### src/rtl/jtframe_led_pattern_if.sv
`default_nettype none
// ============================================================================
//  Module   : jtframe_led_pattern_if
//  Purpose  : Signal bundle between the status-LED logic and the LED pattern
//             output stage.
//  Signals  : led_in   - steady LED level from upstream status logic
//             code     - blink code (0 = pass-through, 1-7 = pulses/sequence)
//             code_stb - one-cycle strobe that loads code
//             dim      - PWM brightness, all-ones = full on, 0 = off
//             led_out  - registered LED drive
//             busy     - high while a blink sequence is active
//  Modports : master (upstream driver), slave (jtframe_led_pattern)
//  Revision : 1.0 - initial release
// ============================================================================
interface jtframe_led_pattern_if #(
  parameter int PWM_W = 4
) ();
  logic             led_in;
  logic [2:0]       code;
  logic             code_stb;
  logic [PWM_W-1:0] dim;
  logic             led_out;
  logic             busy;

  modport master (
    output led_in, code, code_stb, dim,
    input  led_out, busy
  );

  modport slave (
    input  led_in, code, code_stb, dim,
    output led_out, busy
  );
endinterface
`default_nettype wire

### src/rtl/jtframe_led_pattern.sv
`default_nettype none
// ============================================================================
//  Module   : jtframe_led_pattern
//  Purpose  : Board LED output stage. Passes the upstream steady LED level
//             through a PWM dimmer and, on request, replaces it with a
//             repeating blink code: N pulses, a long gap, repeat.
//  Ports    : clk    - system clock
//             rst_n  - synchronous reset, active low
//             bus    - jtframe_led_pattern_if.slave
//                      (led_in, code, code_stb, dim -> led_out, busy)
//  Options  : JTFRAME_LED_ACTLOW_EN - led_out register holds the inverted
//             level (lit = 0, reset value 1) for current-sinking LED pins.
//  Revision : 1.0 - initial release
// ============================================================================
module jtframe_led_pattern #(
  parameter int TICK_DIV  = 48000,
  parameter int ON_TICKS  = 200,
  parameter int OFF_TICKS = 200,
  parameter int GAP_TICKS = 1000,
  parameter int PWM_W     = 4
) (
  input  wire                  clk,
  input  wire                  rst_n,
  jtframe_led_pattern_if.slave bus
);

  // ---------------------------------------------------------------------------
  // Derived widths and constants
  // ---------------------------------------------------------------------------
  localparam int c_PRE_W = (TICK_DIV > 1) ? $clog2(TICK_DIV) : 1;
  localparam int c_MAX_A = (ON_TICKS > OFF_TICKS) ? ON_TICKS : OFF_TICKS;
  localparam int c_MAX_TICKS = (c_MAX_A > GAP_TICKS) ? c_MAX_A : GAP_TICKS;
  localparam int c_TCK_W = (c_MAX_TICKS > 1) ? $clog2(c_MAX_TICKS) : 1;

  localparam logic [c_PRE_W-1:0] c_PRE_LAST = c_PRE_W'(TICK_DIV - 1);
  localparam logic [c_TCK_W-1:0] c_ON_LAST  = c_TCK_W'(ON_TICKS - 1);
  localparam logic [c_TCK_W-1:0] c_OFF_LAST = c_TCK_W'(OFF_TICKS - 1);
  localparam logic [c_TCK_W-1:0] c_GAP_LAST = c_TCK_W'(GAP_TICKS - 1);

  localparam logic [1:0] c_ST_IDLE = 2'd0;
  localparam logic [1:0] c_ST_ON   = 2'd1;
  localparam logic [1:0] c_ST_OFF  = 2'd2;
  localparam logic [1:0] c_ST_GAP  = 2'd3;

`ifdef JTFRAME_LED_ACTLOW_EN
  localparam logic c_LED_RST = 1'b1;
`else
  localparam logic c_LED_RST = 1'b0;
`endif

  // ---------------------------------------------------------------------------
  // Registers and wires
  // ---------------------------------------------------------------------------
  logic [1:0]         r_state;
  logic [1:0]         w_state_nxt;
  logic [c_PRE_W-1:0] r_pre;
  logic [c_TCK_W-1:0] r_tcnt;
  logic [PWM_W-1:0]   r_pwm;
  logic [2:0]         r_act;
  logic [2:0]         r_pend;
  logic               r_pend_vld;
  logic [2:0]         r_pulse;
  logic               r_led;

  logic               w_tick;
  logic               w_pwm_on;
  logic               w_on_done;
  logic               w_off_done;
  logic               w_gap_done;
  logic [2:0]         w_pulse_dec;
  logic [2:0]         w_gap_code;
  logic               w_enter_on;
  logic               w_led_lit;
  logic               w_led_nxt;
  logic               w_busy;

  // ---------------------------------------------------------------------------
  // Timing helpers
  // ---------------------------------------------------------------------------
  assign w_tick     = (r_state != c_ST_IDLE) && (r_pre == c_PRE_LAST);
  assign w_on_done  = (r_state == c_ST_ON)  && w_tick && (r_tcnt == c_ON_LAST);
  assign w_off_done = (r_state == c_ST_OFF) && w_tick && (r_tcnt == c_OFF_LAST);
  assign w_gap_done = (r_state == c_ST_GAP) && w_tick && (r_tcnt == c_GAP_LAST);
  assign w_pulse_dec = r_pulse - 3'd1;

  // Code for the next sequence at gap end. A strobe arriving on that very
  // cycle beats any stored pending code; otherwise the pending code, if one
  // was posted during the sequence, replaces the active one.
  assign w_gap_code = bus.code_stb ? bus.code :
                      (r_pend_vld ? r_pend : r_act);

  assign w_enter_on = (w_state_nxt == c_ST_ON) && (r_state != c_ST_ON);

  // Full-scale dim bypasses the comparator so the LED is steadily lit.
  assign w_pwm_on = (&bus.dim) ? 1'b1 : (r_pwm < bus.dim);

  // ---------------------------------------------------------------------------
  // FSM: state register
  // ---------------------------------------------------------------------------
  always_ff @(posedge clk) begin
    if (!rst_n) begin
      r_state <= c_ST_IDLE;
    end else begin
      r_state <= w_state_nxt;
    end
  end

  // ---------------------------------------------------------------------------
  // FSM: next-state logic
  // ---------------------------------------------------------------------------
  always_comb begin
    w_state_nxt = r_state;
    case (r_state)
      c_ST_IDLE: begin
        if (bus.code_stb && (bus.code != 3'd0)) begin
          w_state_nxt = c_ST_ON;
        end
      end
      c_ST_ON: begin
        if (w_on_done) begin
          w_state_nxt = (w_pulse_dec != 3'd0) ? c_ST_OFF : c_ST_GAP;
        end
      end
      c_ST_OFF: begin
        if (w_off_done) begin
          w_state_nxt = c_ST_ON;
        end
      end
      c_ST_GAP: begin
        if (w_gap_done) begin
          w_state_nxt = (w_gap_code != 3'd0) ? c_ST_ON : c_ST_IDLE;
        end
      end
      default: w_state_nxt = c_ST_IDLE;
    endcase
  end

  // ---------------------------------------------------------------------------
  // FSM: output logic
  // ---------------------------------------------------------------------------
  always_comb begin
    w_led_lit = 1'b0;
    w_busy    = 1'b0;
    case (r_state)
      c_ST_IDLE: w_led_lit = bus.led_in & w_pwm_on;
      c_ST_ON:   w_led_lit = w_pwm_on;
      default:   w_led_lit = 1'b0;
    endcase
    w_busy = (r_state != c_ST_IDLE);
  end

`ifdef JTFRAME_LED_ACTLOW_EN
  assign w_led_nxt = ~w_led_lit;
`else
  assign w_led_nxt = w_led_lit;
`endif

  // ---------------------------------------------------------------------------
  // Datapath: prescaler, tick counter, PWM counter, code bookkeeping, LED reg
  // ---------------------------------------------------------------------------
  always_ff @(posedge clk) begin
    if (!rst_n) begin
      r_pre      <= '0;
      r_tcnt     <= '0;
      r_pwm      <= '0;
      r_act      <= 3'd0;
      r_pend     <= 3'd0;
      r_pend_vld <= 1'b0;
      r_pulse    <= 3'd0;
      r_led      <= c_LED_RST;
    end else begin
      r_pwm <= r_pwm + PWM_W'(1);
      r_led <= w_led_nxt;

      // Prescaler is held in IDLE and restarted on every ON entry so each
      // pulse is a whole number of ticks long.
      if ((r_state == c_ST_IDLE) || w_enter_on) begin
        r_pre <= '0;
      end else if (r_pre == c_PRE_LAST) begin
        r_pre <= '0;
      end else begin
        r_pre <= r_pre + c_PRE_W'(1);
      end

      if (w_state_nxt != r_state) begin
        r_tcnt <= '0;
      end else if (w_tick) begin
        r_tcnt <= r_tcnt + c_TCK_W'(1);
      end

      // Code and pulse bookkeeping
      if ((r_state == c_ST_IDLE) && bus.code_stb && (bus.code != 3'd0)) begin
        r_act   <= bus.code;
        r_pulse <= bus.code;
      end else if (w_on_done) begin
        r_pulse <= w_pulse_dec;
      end else if (w_gap_done) begin
        r_act   <= w_gap_code;
        r_pulse <= w_gap_code;
      end

      // Strobes during a sequence are parked until gap end; last one wins.
      if (w_gap_done) begin
        r_pend     <= 3'd0;
        r_pend_vld <= 1'b0;
      end else if ((r_state != c_ST_IDLE) && bus.code_stb) begin
        r_pend     <= bus.code;
        r_pend_vld <= 1'b1;
      end
    end
  end

  assign bus.led_out = r_led;
  assign bus.busy    = w_busy;

endmodule
`default_nettype wire

### src/flat_wrapper.sv
// flat-port wrapper written by rule: the top's interface ports become plain ports
module jtframe_led_pattern_flat 
#(
  parameter int TICK_DIV  = 48000,
  parameter int ON_TICKS  = 200,
  parameter int OFF_TICKS = 200,
  parameter int GAP_TICKS = 1000,
  parameter int PWM_W     = 4
)
  (clk, rst_n, bus_led_in, bus_code, bus_code_stb, bus_dim, bus_led_out, bus_busy);
  jtframe_led_pattern_if #(.PWM_W(PWM_W)) bus_i ();
  input  wire clk;
  input  wire rst_n;
  input wire logic [$bits(bus_i.led_in)-1:0] bus_led_in;
  input wire logic [$bits(bus_i.code)-1:0] bus_code;
  input wire logic [$bits(bus_i.code_stb)-1:0] bus_code_stb;
  input wire logic [$bits(bus_i.dim)-1:0] bus_dim;
  output wire logic [$bits(bus_i.led_out)-1:0] bus_led_out;
  output wire logic [$bits(bus_i.busy)-1:0] bus_busy;
  assign bus_i.led_in = bus_led_in;
  assign bus_i.code = bus_code;
  assign bus_i.code_stb = bus_code_stb;
  assign bus_i.dim = bus_dim;
  assign bus_led_out = bus_i.led_out;
  assign bus_busy = bus_i.busy;
  jtframe_led_pattern #(.TICK_DIV(TICK_DIV), .ON_TICKS(ON_TICKS), .OFF_TICKS(OFF_TICKS), .GAP_TICKS(GAP_TICKS), .PWM_W(PWM_W)) u_core (.clk(clk), .rst_n(rst_n), .bus(bus_i));
endmodule
### config.mk
export PLATFORM = sky130hd
export DESIGN_NAME = jtframe_led_pattern_flat
export DESIGN_NICKNAME = d
export VERILOG_FILES = /design/src/rtl/jtframe_led_pattern_if.sv /design/src/rtl/jtframe_led_pattern.sv /design/src/flat_wrapper.sv
export SDC_FILE = /design/constraint.sdc
export NUM_CORES = 1
export LEC_CHECK = 0
export ABC_AREA = 1
export CAP_MARGIN = 10
export CORE_MARGIN = 10
export CORE_UTILIZATION = 40
export CTS_CLUSTER_SIZE = 24
export DETAILED_ROUTE_END_ITERATION = 10
export SETUP_SLACK_MARGIN = 0.2
export SLEW_MARGIN = 15
export SYNTH_ARGS = -nofsm -noshare
export SYNTH_HDL_FRONTEND = slang
export SYNTH_SLANG_ARGS = --single-unit
### constraint.sdc
create_clock -name clk -period 1.95 [get_ports clk]
set_clock_uncertainty 0.05 [all_clocks]
set_input_delay 0.2925 -clock clk [delete_from_list [all_inputs] [get_ports clk]]
set_output_delay 0.2925 -clock clk [all_outputs]
set_load 0.02 [all_outputs]
Yosys cells after proc, flatten, opt, wreduce, memory -nomap -nowiden
Cells that the tools add are included.

Flip-flop bits (word level): 43. Bits of input ports: 11. Output and inout port bits: 2. Word-level logic and storage cells: 67.

Add/subtract/negate cells: 4. Magnitude comparators: 1. Eq/ne operators: 10. Muxes and demuxes: 16. Bitwise logic cells: 2. Reductions and logical operators: 25.

Operators with widths (number): 2-to-1 mux 3 bit (7); adder 16 x 1 -> 16 bit, second input constant (1); equality test 16 bit, second input constant (1); logical AND 1 bit (12); nonzero test 3 bit (4); adder 10 x 1 -> 10 bit, second input constant (1); equality test 10 bit, second input constant (1); equality test 10 x 8 -> 1 bit, second input constant (1); 2-to-1 mux 2 bit (4); case mux 2 bit (4 select lines) (1); adder 4 x 1 -> 4 bit, second input constant (1); equality test 2 x 1 -> 1 bit, second input constant (2); equality test 2 bit, second input constant (2); < comparator 4 bit (1); AND reduction 4 bit (1); nonzero test 2 bit (2); OR reduction 2 bit (2); 2-to-1 mux 1 bit (3); OR reduction 3 bit (1); subtractor 3 x 1 -> 3 bit, second input constant (1); zero test 2 bit (1); != test 2 x 1 -> 1 bit, second input constant (1); != test 2 bit (1); != test 2 bit, second input constant (1); other kinds (5) (5).

Depth between registers and ports, before layout
Gate-level depths: netlist of the first run.

Depth after elaboration: 10. Depth in mapped cells: 13. Gate-level depth less buffers: 13.

Worst setup path after synthesis of the first run
Ideal clock, no wire load.

Path kind: register to register. Start: reg u_core.r_tcnt[0]. End: reg u_core.r_tcnt[0]. Setup time: 116 ps. Arrival time: 1548 ps. Data required time: 1784 ps. Setup slack: 236 ps. Cell stages (with the launch flop): 13. Buffers on the path: 0. Period minus slack after synthesis: 1714 ps. Path through: dfxtp_1 > ha_1 > nand2_1 > nor2_2 > inv_2 > nor2_4 > inv_1 > nor3_2 > nand2_1 > nand2_1 > nor2_1 > nand3_4 > nor2_2.

Longest elaborated chain between the ends: 6. Elaborated cells on any way between the ends: 12. Classes of those cells: add/sub: 1; eq/ne: 3; mux: 4; reduce/logical: 4.

Ends and longest elaborated chain: from (decl) (RTL line jtframe_led_pattern.sv:57) `logic [c_TCK_W-1:0] r_tcnt;`; from (signal assigned) (RTL line jtframe_led_pattern.sv:188) `r_tcnt <= r_tcnt + c_TCK_W'(1);`; equality test 10 bit / equality test 10 x 8 -> 1 bit (equally long branches) (RTL line jtframe_led_pattern.sv:83, jtframe_led_pattern.sv:81, jtframe_led_pattern.sv:82); logical AND 1 bit, on equally long branches (RTL line jtframe_led_pattern.sv:83, jtframe_led_pattern.sv:81, jtframe_led_pattern.sv:82); 2-to-1 mux 2 bit, on equally long branches (RTL line jtframe_led_pattern.sv:130, jtframe_led_pattern.sv:120, jtframe_led_pattern.sv:125); case mux 2 bit (4 select lines) (RTL line jtframe_led_pattern.sv:113) `case (r_state)`; != test 2 bit (RTL line jtframe_led_pattern.sv:185) `if (w_state_nxt != r_state) begin`; OR reduction 2 bit (no source line).

Several ways; a longest one is shown, not always the timed one. A chain may end at the register's enable or synchronous reset.

Worst setup path in the final report of the first run
Start: reg u_core.r_pre[0]. End: reg u_core.r_tcnt[0].

Longest elaborated chain between the ends: 8. Elaborated cells on any way between the ends: 14. Classes of those cells: eq/ne: 2; mux: 4; reduce/logical: 8.

Ends and longest elaborated chain: from (decl) (RTL line jtframe_led_pattern.sv:56) `logic [c_PRE_W-1:0] r_pre;`; from (signal assigned) (RTL line jtframe_led_pattern.sv:182) `r_pre <= r_pre + c_PRE_W'(1);`; equality test 16 bit * (RTL line jtframe_led_pattern.sv:80) `assign w_tick = (r_state != c_ST_IDLE) && (r_pre == c_PRE_LAST);`; logical AND 1 bit * (RTL line jtframe_led_pattern.sv:80); logical AND 1 bit, on equally long branches (2 in series) (RTL line jtframe_led_pattern.sv:83, jtframe_led_pattern.sv:81, jtframe_led_pattern.sv:82); 2-to-1 mux 2 bit, on equally long branches (RTL line jtframe_led_pattern.sv:130, jtframe_led_pattern.sv:120, jtframe_led_pattern.sv:125); case mux 2 bit (4 select lines) (RTL line jtframe_led_pattern.sv:113); != test 2 bit (RTL line jtframe_led_pattern.sv:185); OR reduction 2 bit (no source line).

Mark *: on every way between the ends. The rest lies on a longest branch, timed or not.

==> results of run 1 <==
==> area by class of cell <==
cell class | count | area [um2] | area share [%]
repair buffers | 44 | 359 | 11.8
clock inverters | 2 | 35.0 | 1.15
multi-input cells | 227 | 1410 | 46.0
inverters | 53 | 201 | 6.60
flip-flops and latches | 43 | 876 | 28.7
well taps | 75 | 93.8 | 3.07
clock buffers | 6 | 82.6 | 2.70
==> per-layer routing <==
metal / wire length, um / part of all wire, %
met5: 0 / 0
met2: 2450 / 49
met4: 55 / 1.1
met1: 2390 / 48
met3: 125 / 2.5
==> registers in the layout (all words and copies together) (netlist names) <==
register	count
u_core.r_state	2
u_core.r_pwm	4
u_core.r_pre	16
u_core.r_tcnt	10
u_core.r_pend_vld	1
u_core.r_pend	3
u_core.r_pulse	3
u_core.bus.led_out	1
u_core.r_act	3
==> power by group <==
| group | internal (mW) | switching [mW] |
|---|---|---|
| Sequential | 0.904 | 0.0164 |
| Combinational | 0.103 | 0.127 |
| Clock | 0.415 | 0.308 |
==> repair_timing <==
action / in CTS / in global routing
resized for setup: 22 / 13
pin swaps: 9 / 8
cloned: 1 / 0
setup buffers: 6 / 6
setup endpoints to repair: 27 / 31
==> worst min path at each step <==
| stage | start | end | slack [ns] | cells past startpoint |
|---|---|---|---|---|
| global route | u_core.r_state[1] | u_core.bus.led_out | 0.44 | 1 |
| finish | u_core.r_pend[1] | u_core.r_pend[1] | 0.41 | 2 |
| floorplan | rst_n | u_core.r_pwm[1] | 0.34 | 2 |
| CTS | u_core.r_state[1] | u_core.bus.led_out | 0.41 | 1 |
| global placement | u_core.r_act[0] | u_core.r_act[0] | 0.40 | 2 |
| detailed placement | u_core.r_pwm[0] | u_core.r_pwm[0] | 0.40 | 1 |
==> stage by stage <==
stage / power, mW / area, um2 / setup TNS (ns) / util (%)
CTS: 1.90 / 2970 / 0 / 50.8
global route: 1.96 / 3050 / -0.216 / 52.2
detailed placement: 1.16 / 2740 / -0.542 / 46.7
finish: 1.87 / 3050 / 0 / 52.2
global placement: 1.16 / 2740 / -0.387 / 46.7
floorplan: 1.06 / 2380 / 0 / -
==> cells by family after synthesis <==
| logic type | count (synthesis) | synth area share [%] |
|---|---|---|
| multiplexers | 2 | 0.948 |
| XOR/XNOR | 21 | 7.74 |
| AND/OR/NAND/NOR | 167 | 35.6 |
| AO/OA/AOI/OAI | 28 | 6.69 |
| buffers and inverters | 54 | 8.58 |
| flip-flops | 43 | 36.2 |
| adder cells (fa/ha/maj) | 8 | 4.21 |
==> worst max-delay path, stage by stage, from the launching register on <==
cell and delay (ns):
dfxtp_2 0.35, ha_4 0.14, nand3_4 0.10, nor2_4 0.17
nand3_4 0.13, nor2_4 0.11, nand2_1 0.06, nand2_2 0.07
nand4_1 0.23, nand3_4 0.23, nor2_2 0.04
==> cell usage in the layout, fill, tap and decap left out, types with 3 or more instances in the layout <==
cell / count
o21ai_0: 8
nand2_2: 10
inv_1: 45
clkdlybuf4s50_1: 11
nand3_2: 3
ha_1: 6
clkbuf_8: 6
nor3_1: 7
dfxtp_1: 31
nand4_1: 8
nand3_1: 13
inv_2: 6
nand3_4: 4
nand2_1: 49
a21oi_1: 12
nor2_2: 15
xnor2_1: 8
nor2_4: 7
buf_4: 32
dfxtp_2: 12
nor2_1: 40
xor2_1: 13
==> flow_metrics.py, run 1 <==
metrics = {
    "sta": {
        "post-route-min-period_ns": 1.80,
        "worstMarginPinSlew_ns": 0.386,
        "holdWs_ns": 0.413,
        "layout_setup_ws_ns": 0.148,
        "drv_slew": 0,
        "final-hold-violation-count": 0,
        "slew_headroom_pct": 74.1,
        "finalSetupViolCount": 0,
        "max_freq_ghz": 0.555,
        "rsz0062_at_grt": "yes",
        "period_share_pct": 92.4,
    },
    "clocking": {
        "cts.path.max_buffers": 2,
        "ctsHoldBuffers": 0,
        "cts_buffers": 5,
        "clockRootBuffer": "clkbuf_8",
        "cts_tree": "yes",
        "clk_pin_slew_ns": 0.08,
        "cts.sinks": 43,
        "insertion_delay_ns": 0.30,
        "cts_max_level": 2,
    },
    "floorplanning": {
        "die_w_um": 97.1,
        "dieArea_um2": 9420,
        "num_io_pins": 13,
        "rows": 28,
        "initial_core_util_pct": 40.6,
        "die_y_um": 97.1,
        "design.core.area_um2": 5850,
    },
    "routing": {
        "route.final.wire_length_um": 5020,
        "avgRoutedWirePerCell_um": 11.2,
        "drt_iter0_markers": 61,
        "dr.pass1.iters": 6,
        "route.detailed.drc": 0,
        "vias": 2097,
        "ant_nets": 0,
        "via_per_inst": 4.66,
    },
    "place": {
        "placed_cells": 429,
        "dpl.hpwl_um": 3640,
        "portBuffers": 12,
        "pre_cts_ws_ns": -0.0641,
        "place_congestion": 0.838,
    },
    "global_route": {
        "grt_pass1_vias": 2019,
        "antenna_found_initial": 0,
        "grt_max_degree": 14,
        "met1_usage_pct": 13.0,
        "grt_pass1_wl_um": 8760,
        "track_usage_pct": 10.7,
        "grt_remaining_overflow": 0,
        "met3_usage_pct": 2.63,
        "use_met2_pct": 18.3,
        "grt.busiest_layer": "met2",
    },
    "power_and_ir_drop": {
        "ir_worst_vdd_mv": 0.358,
        "p_per_area_nw_per_um2": 613,
        "p_leak_nw": 1.25,
    },
    "critical_path": {
        "critPathLaunchType": "flop",
        "crit_path_end": "u_core.r_tcnt[0]",
        "cp.required_ns": 2.09,
        "rrSetupSlack_ns": 0.15,
        "crit_type": "flop to flop",
        "r2r-end": "u_core.r_tcnt[0]",
        "reg2reg_from": "u_core.r_pre[0]",
        "crit_fanout": 5,
        "end_kind": "flop",
        "cp_data_arrival_time_ns": 1.94,
        "worstSetupStartpoint": "u_core.r_pre[0]",
        "worst_r2r_path_depth": 10,
    },
    "yosys": {
        "netlist_instances": 323,
        "synth_top_area_share_pct": 36.2,
        "avgSynthCellArea_um2": 7.36,
        "yosys-top-cells-count": "nand2_1, inv_1, nor2_1",
        "ys.flop_type": "dfxtp_1",
        "mappedNetlistArea_um2": 2380,
        "yosysWarnings": 0,
        "async_flop_share_pct": 0,
        "yosys-top-cells-area": "dfxtp_1, nand2_1, inv_1",
        "yosysSeqAreaShare_pct": 36.2,
        "synth_fp_nets": 342,
        "yosysUniqueCellTypes": 35,
        "synth_edf_count": 0,
        "synthMostInstantiatedCell": "nand2_1",
        "yosys.area.top_type": "dfxtp_1",
        "synth-seq-cells": 43,
    },
    "final_layout": {
        "n_antenna_cell": 0,
        "final_nets": 393,
        "fill_cells": 550,
        "area_growth_pct": 28.5,
        "drive_gt1_share_pct": 28.8,
        "fin_cells": 450,
    },
    "worst_hold_path": {
        "hold_class": "flop to flop",
    },
    "outcome": {
        "status": "finished, final reports clean",
    },
    "flow_run": {
        "maxCapViolations": 0,
    },
}
Note: power is estimated with default switching activity, not from simulation.
==> run 2: changes to the inputs <==
--- a/config.mk
+++ b/config.mk
@@ -8,9 +8,11 @@
 export ABC_AREA = 1
 export CAP_MARGIN = 10
 export CORE_MARGIN = 10
-export CORE_UTILIZATION = 40
+export CORE_UTILIZATION = 49
 export CTS_CLUSTER_SIZE = 24
 export DETAILED_ROUTE_END_ITERATION = 10
+export HOLD_SLACK_MARGIN = 0.15
+export PLACE_DENSITY = 0.67
 export SETUP_SLACK_MARGIN = 0.2
 export SLEW_MARGIN = 15
 export SYNTH_ARGS = -nofsm -noshare
==> flow_metrics.py, run 2 (synthesis gave the netlist of run 1 again) <==
metrics = {
    "routing": {
        "via_per_inst": 4.89,
        "dr.pass1.iters": 4,
        "route.final.wire_length_um": 5270,
        "avgRoutedWirePerCell_um": 11.9,
        "vias": 2170,
        "drt_iter0_markers": 157,
        "route.detailed.drc": 0,
        "ant_nets": 0,
    },
    "final_layout": {
        "mostFrequentLayoutCells": "nand2_1, inv_1, nor2_1, buf_4, dfxtp_1",
        "n_antenna_cell": 0,
        "top_register": "u_core.r_pre",
        "largest_reg_flops": 16,
        "area_growth_pct": 29.3,
        "final_nets": 395,
        "post-route-util_pct": 65.0,
        "layout_commonest_cell": "nand2_1",
        "reg_top3": "u_core.r_pre x16, u_core.r_tcnt x10, u_core.r_pwm x4",
        "fill_cells": 397,
        "final_area_um2": 3070,
        "drive_gt1_share_pct": 31.0,
    },
    "sta": {
        "max_freq_ghz": 0.530,
        "drv_slew": 0,
        "period_share_pct": 96.7,
        "post-route-min-period_ns": 1.89,
        "finalSetupViolCount": 0,
        "holdWs_ns": 0.415,
        "slew_headroom_pct": 82.6,
        "final-hold-violation-count": 0,
        "worstMarginPinSlew_ns": 0.261,
        "rsz0062_at_grt": "yes",
    },
    "power_and_ir_drop": {
        "p_leak_nw": 1.26,
        "p_per_area_nw_per_um2": 557,
        "ir_worst_vdd_mv": 0.314,
    },
    "critical_path": {
        "crit_fanout": 5,
        "critPathLaunchType": "flop",
        "cp_data_arrival_time_ns": 2.02,
        "end_kind": "flop",
        "crit_type": "flop to flop",
        "cp.required_ns": 2.09,
    },
    "place": {
        "placed_cell_area_um2": 2720,
        "portBuffers": 12,
        "dpl.hpwl_um": 3600,
        "place_congestion": 0.818,
    },
    "clocking": {
        "cts_max_level": 2,
        "cts.path.max_buffers": 2,
        "ctsHoldBuffers": 0,
        "cts_buffers": 5,
        "insertion_delay_ns": 0.29,
        "cts_tree": "yes",
        "cts.sinks": 43,
        "clockRootBuffer": "clkbuf_8",
        "clk_pin_slew_ns": 0.09,
    },
    "floorplanning": {
        "design.core.area_um2": 4720,
        "rows": 25,
        "dieArea_um2": 8030,
        "num_io_pins": 13,
        "die_y_um": 89.6,
        "die_w_um": 89.6,
        "initial_core_util_pct": 50.3,
    },
    "outcome": {
        "status": "finished, final reports clean",
    },
    "global_route": {
        "grt_pass1_vias": 2026,
        "grt_remaining_overflow": 0,
        "antenna_found_initial": 0,
        "track_usage_pct": 13.7,
        "grt_pass1_wl_um": 8910,
        "grt_max_degree": 14,
    },
    "flow_run": {
        "maxCapViolations": 0,
    },
    "worst_hold_path": {
        "hold_class": "flop to flop",
    },
}
## run 2: layer usage
layer  routed length [um]  up-vias  track usage [%]
met5                    0        -                0
met4                   47        0             3.47
met3                  224        5             3.52
met2                 2520       33             23.1
met1                 2470     1004             17.0
li1                     -     1128                -
## run 2: timing repair
| action | in CTS | in global routing |
|---|---|---|
| endpoints found under the setup margin | 28 | 32 |
| setup buffers | 7 | 8 |
| gates cloned | 1 | 0 |
| gates resized for setup | 24 | 23 |
| pin swaps | 9 | 12 |
## run 2: final cells by class
class                           count  area, um2  share of cell area, %
Multi-Input combinational cell    227       1440                   47.0
Sequential cell                    43        880                   28.6
Timing Repair Buffer               46        378                   12.3
Inverter                           53        201                   6.56
Tap cell                           67       83.8                   2.73
Clock buffer                        6       72.6                   2.36
Clock inverter                      2       12.5                  0.407
## run 2: path summary, 6_finish.rpt
| kind | start | end | slack, ns | depth (start not counted) |
|---|---|---|---|---|
| worst max register to register | u_core.r_pre[0] | u_core.r_tcnt[4] | 0.06 | 12 |
| worst min register to register | u_core.r_pend[0] | u_core.r_pend[0] | 0.42 | 2 |
| worst min-delay path | u_core.r_pend[0] | u_core.r_pend[0] | 0.42 | 2 |
| worst max-delay path | u_core.r_pre[0] | u_core.r_tcnt[4] | 0.06 | 12 |
## run 2: worst max-delay path: stages, from the launching register on
cell and delay (ns):
dfxtp_2 0.36, ha_4 0.15, nand3_4 0.12, inv_4 0.10, nand2_4 0.05, nor2_4 0.16, nand3_2 0.10, nand2_1 0.06
nand2_1 0.08, inv_2 0.07, nand4_1 0.22, nand3_4 0.22, nor2_2 0.05
## run 2: per-stage QoR
stage | setup slack (ns) | setup TNS, ns | total power, mW | cells
final | 0.0636 | 0 | 1.71 | 444
after global routing | -0.0527 | -0.459 | 1.80 | 444
after CTS | 0.165 | 0 | 1.72 | 436
after detailed placement | -0.100 | -1.00 | 1.16 | 420
after global placement | -0.0712 | -0.701 | 1.15 | 420
after floorplan | 0.236 | 0 | 1.06 | 323
## run 2: where the power goes
| group | leakage, nW | internal (mW) | switching (mW) |
|---|---|---|---|
| Combinational | 0.859 | 0.104 | 0.126 |
| Sequential | 0.356 | 0.903 | 0.0197 |
| Clock | 0.0412 | 0.251 | 0.309 |
| Total | 1.26 | 1.26 | 0.454 |
==> run 3: changes to the inputs <==
--- a/config.mk
+++ b/config.mk
@@ -11,6 +11,7 @@
 export CORE_UTILIZATION = 49
 export CTS_CLUSTER_SIZE = 24
 export DETAILED_ROUTE_END_ITERATION = 10
+export GPL_TIMING_DRIVEN = 0
 export HOLD_SLACK_MARGIN = 0.15
 export PLACE_DENSITY = 0.67
 export SETUP_SLACK_MARGIN = 0.2
==> flow_metrics.py, run 3 (synthesis gave the netlist of run 1 again) <==
metrics = {
    "critical_path": {
        "worst_r2r_path_depth": 12,
        "rrSetupSlack_ns": 0.12,
        "crit_type": "flop to flop",
        "reg2reg_from": "u_core.r_pre[0]",
        "end_kind": "flop",
        "r2r-end": "u_core.r_tcnt[7]",
        "cp.required_ns": 2.10,
        "crit_fanout": 5,
        "cp_data_arrival_time_ns": 1.97,
        "critPathLaunchType": "flop",
    },
    "routing": {
        "via_per_inst": 4.89,
        "drt_iter0_markers": 83,
        "route.final.wire_length_um": 5000,
        "avgRoutedWirePerCell_um": 11.4,
        "dr.pass1.iters": 4,
        "ant_nets": 0,
        "vias": 2138,
        "route.detailed.drc": 0,
    },
    "place": {
        "dpl.hpwl_um": 3440,
        "place_congestion": 0.835,
        "placed_cell_area_um2": 2580,
        "portBuffers": 12,
        "placed_cells": 402,
    },
    "sta": {
        "slew_headroom_pct": 78.2,
        "period_share_pct": 93.7,
        "post-route-min-period_ns": 1.83,
        "max_freq_ghz": 0.547,
        "drv_slew": 0,
        "worstMarginPinSlew_ns": 0.327,
        "final-hold-violation-count": 0,
        "rsz0062_at_grt": "yes",
        "finalSetupViolCount": 0,
        "setup_tns_ns": 0,
    },
    "clocking": {
        "clk_pin_slew_ns": 0.08,
        "cts_tree": "yes",
        "cts.path.max_buffers": 2,
        "clockRootBuffer": "clkbuf_8",
        "cts_max_level": 2,
        "ctsHoldBuffers": 0,
        "insertion_delay_ns": 0.30,
        "cts_buffers": 5,
        "cts.sinks": 43,
    },
    "final_layout": {
        "reg_top3": "u_core.r_pre x16, u_core.r_tcnt x10, u_core.r_pwm x4",
        "drive_gt1_share_pct": 31.1,
        "largest_reg_flops": 16,
        "n_antenna_cell": 0,
        "top_register": "u_core.r_pre",
        "final_nets": 388,
        "area_growth_pct": 27.2,
        "seqCellArea_um2": 885,
        "mostFrequentLayoutCells": "nand2_1, inv_1, nor2_1, dfxtp_1, buf_4",
        "final_area_um2": 3020,
        "fin_cells": 437,
        "post-route-util_pct": 64.0,
        "multi_input_area_um2": 1440,
        "fill_cells": 412,
        "layout_commonest_cell": "nand2_1",
    },
    "worst_hold_path": {
        "hold_class": "flop to flop",
        "hold-path-endpoint": "u_core.r_pwm[0]",
        "min-delay-start": "u_core.r_pwm[0]",
        "hold_path_depth": 1,
    },
    "power_and_ir_drop": {
        "p_leak_nw": 1.24,
        "p_per_area_nw_per_um2": 556,
        "ir_worst_vdd_mv": 0.306,
        "power_mw": 1.68,
    },
    "outcome": {
        "status": "finished, final reports clean",
    },
    "floorplanning": {
        "die_w_um": 89.6,
        "rows": 25,
        "num_io_pins": 13,
        "die_y_um": 89.6,
        "initial_core_util_pct": 50.3,
        "design.core.area_um2": 4720,
        "dieArea_um2": 8030,
    },
    "global_route": {
        "grt_pass1_wl_um": 8610,
        "antenna_found_initial": 0,
        "grt_max_degree": 14,
        "grt_pass1_vias": 2089,
        "track_usage_pct": 13.2,
        "grt_remaining_overflow": 0,
    },
    "flow_run": {
        "maxCapViolations": 0,
    },
}
## run 3: cell count changes in the layout (fill, tap and decap cells not counted), sizes merged
cell / change
clkinvlp: -1
dlygate4sd2: +2
clkinv: +2
clkdlybuf4s50: -2
buf: -7
clkbuf: -1
## run 3: what timing repair did
item,4_1_cts,5_1_grt
pin swaps,13,17
gates cloned,1,0
setup buffers,14,12
gates resized for setup,33,25
endpoints found under the setup margin,27,28
## run 3: area by class of cell
cell class                 count  area share, %
buffer                         1          0.373
inverter                      53           6.66
multi-input combinational    227           47.7
clock buffer                   5           2.28
clock inverter                 3          0.497
timing repair buffer          38           10.4
sequential                    43           29.3
tap                           67           2.77
## run 3: per-layer routing
layer	GRT usage [%]	share of wire [%]	vias up	wire length [um]
met1	14.8	45	977	2240
met3	3.52	4.5	11	227
met5	0	0	-	0
li1	-	-	1111	-
met2	23.2	48	39	2420
met4	5.35	2.2	0	112
## run 3: critical path: stages (launching register included)
cell,delay [ns]
dfxtp_2,0.36
ha_4,0.15
nand3_4,0.11
inv_4,0.09
nand2_4,0.05
nor2_4,0.15
nand3_2,0.09
nand2_2,0.07
nand2_2,0.05
inv_2,0.05
nand4_1,0.22
nand3_4,0.24
nor2_2,0.04
## run 3: worst max-delay path by stage
stage | cells after the start | slack (ns) | end | from
after floorplan | 12 | 0.24 | u_core.r_tcnt[0] | u_core.r_tcnt[0]
after global placement | 6 | -0.39 | u_core.r_pre[14] | rst_n
after detailed placement | 6 | -0.43 | u_core.r_pre[14] | rst_n
after CTS | 12 | 0.15 | u_core.r_tcnt[7] | u_core.r_pre[1]
after global routing | 13 | -0.01 | u_core.r_tcnt[7] | u_core.r_pre[0]
final | 12 | 0.12 | u_core.r_tcnt[7] | u_core.r_pre[0]
## run 3: where the power goes
group	internal [mW]	total (mW)	switching, mW
Combinational	0.0846	0.207	0.123
Clock	0.245	0.551	0.306
Sequential	0.903	0.922	0.0194
## run 3: through the flow
step / setup slack, ns / hold WS [ns]
2_1_floorplan: 0.236 / 0.336
3_3_place_gp: -0.392 / 0.381
3_5_place_dp: -0.426 / 0.384
4_1_cts: 0.153 / 0.424
5_1_grt: -0.0102 / 0.447
6_report: 0.123 / 0.419
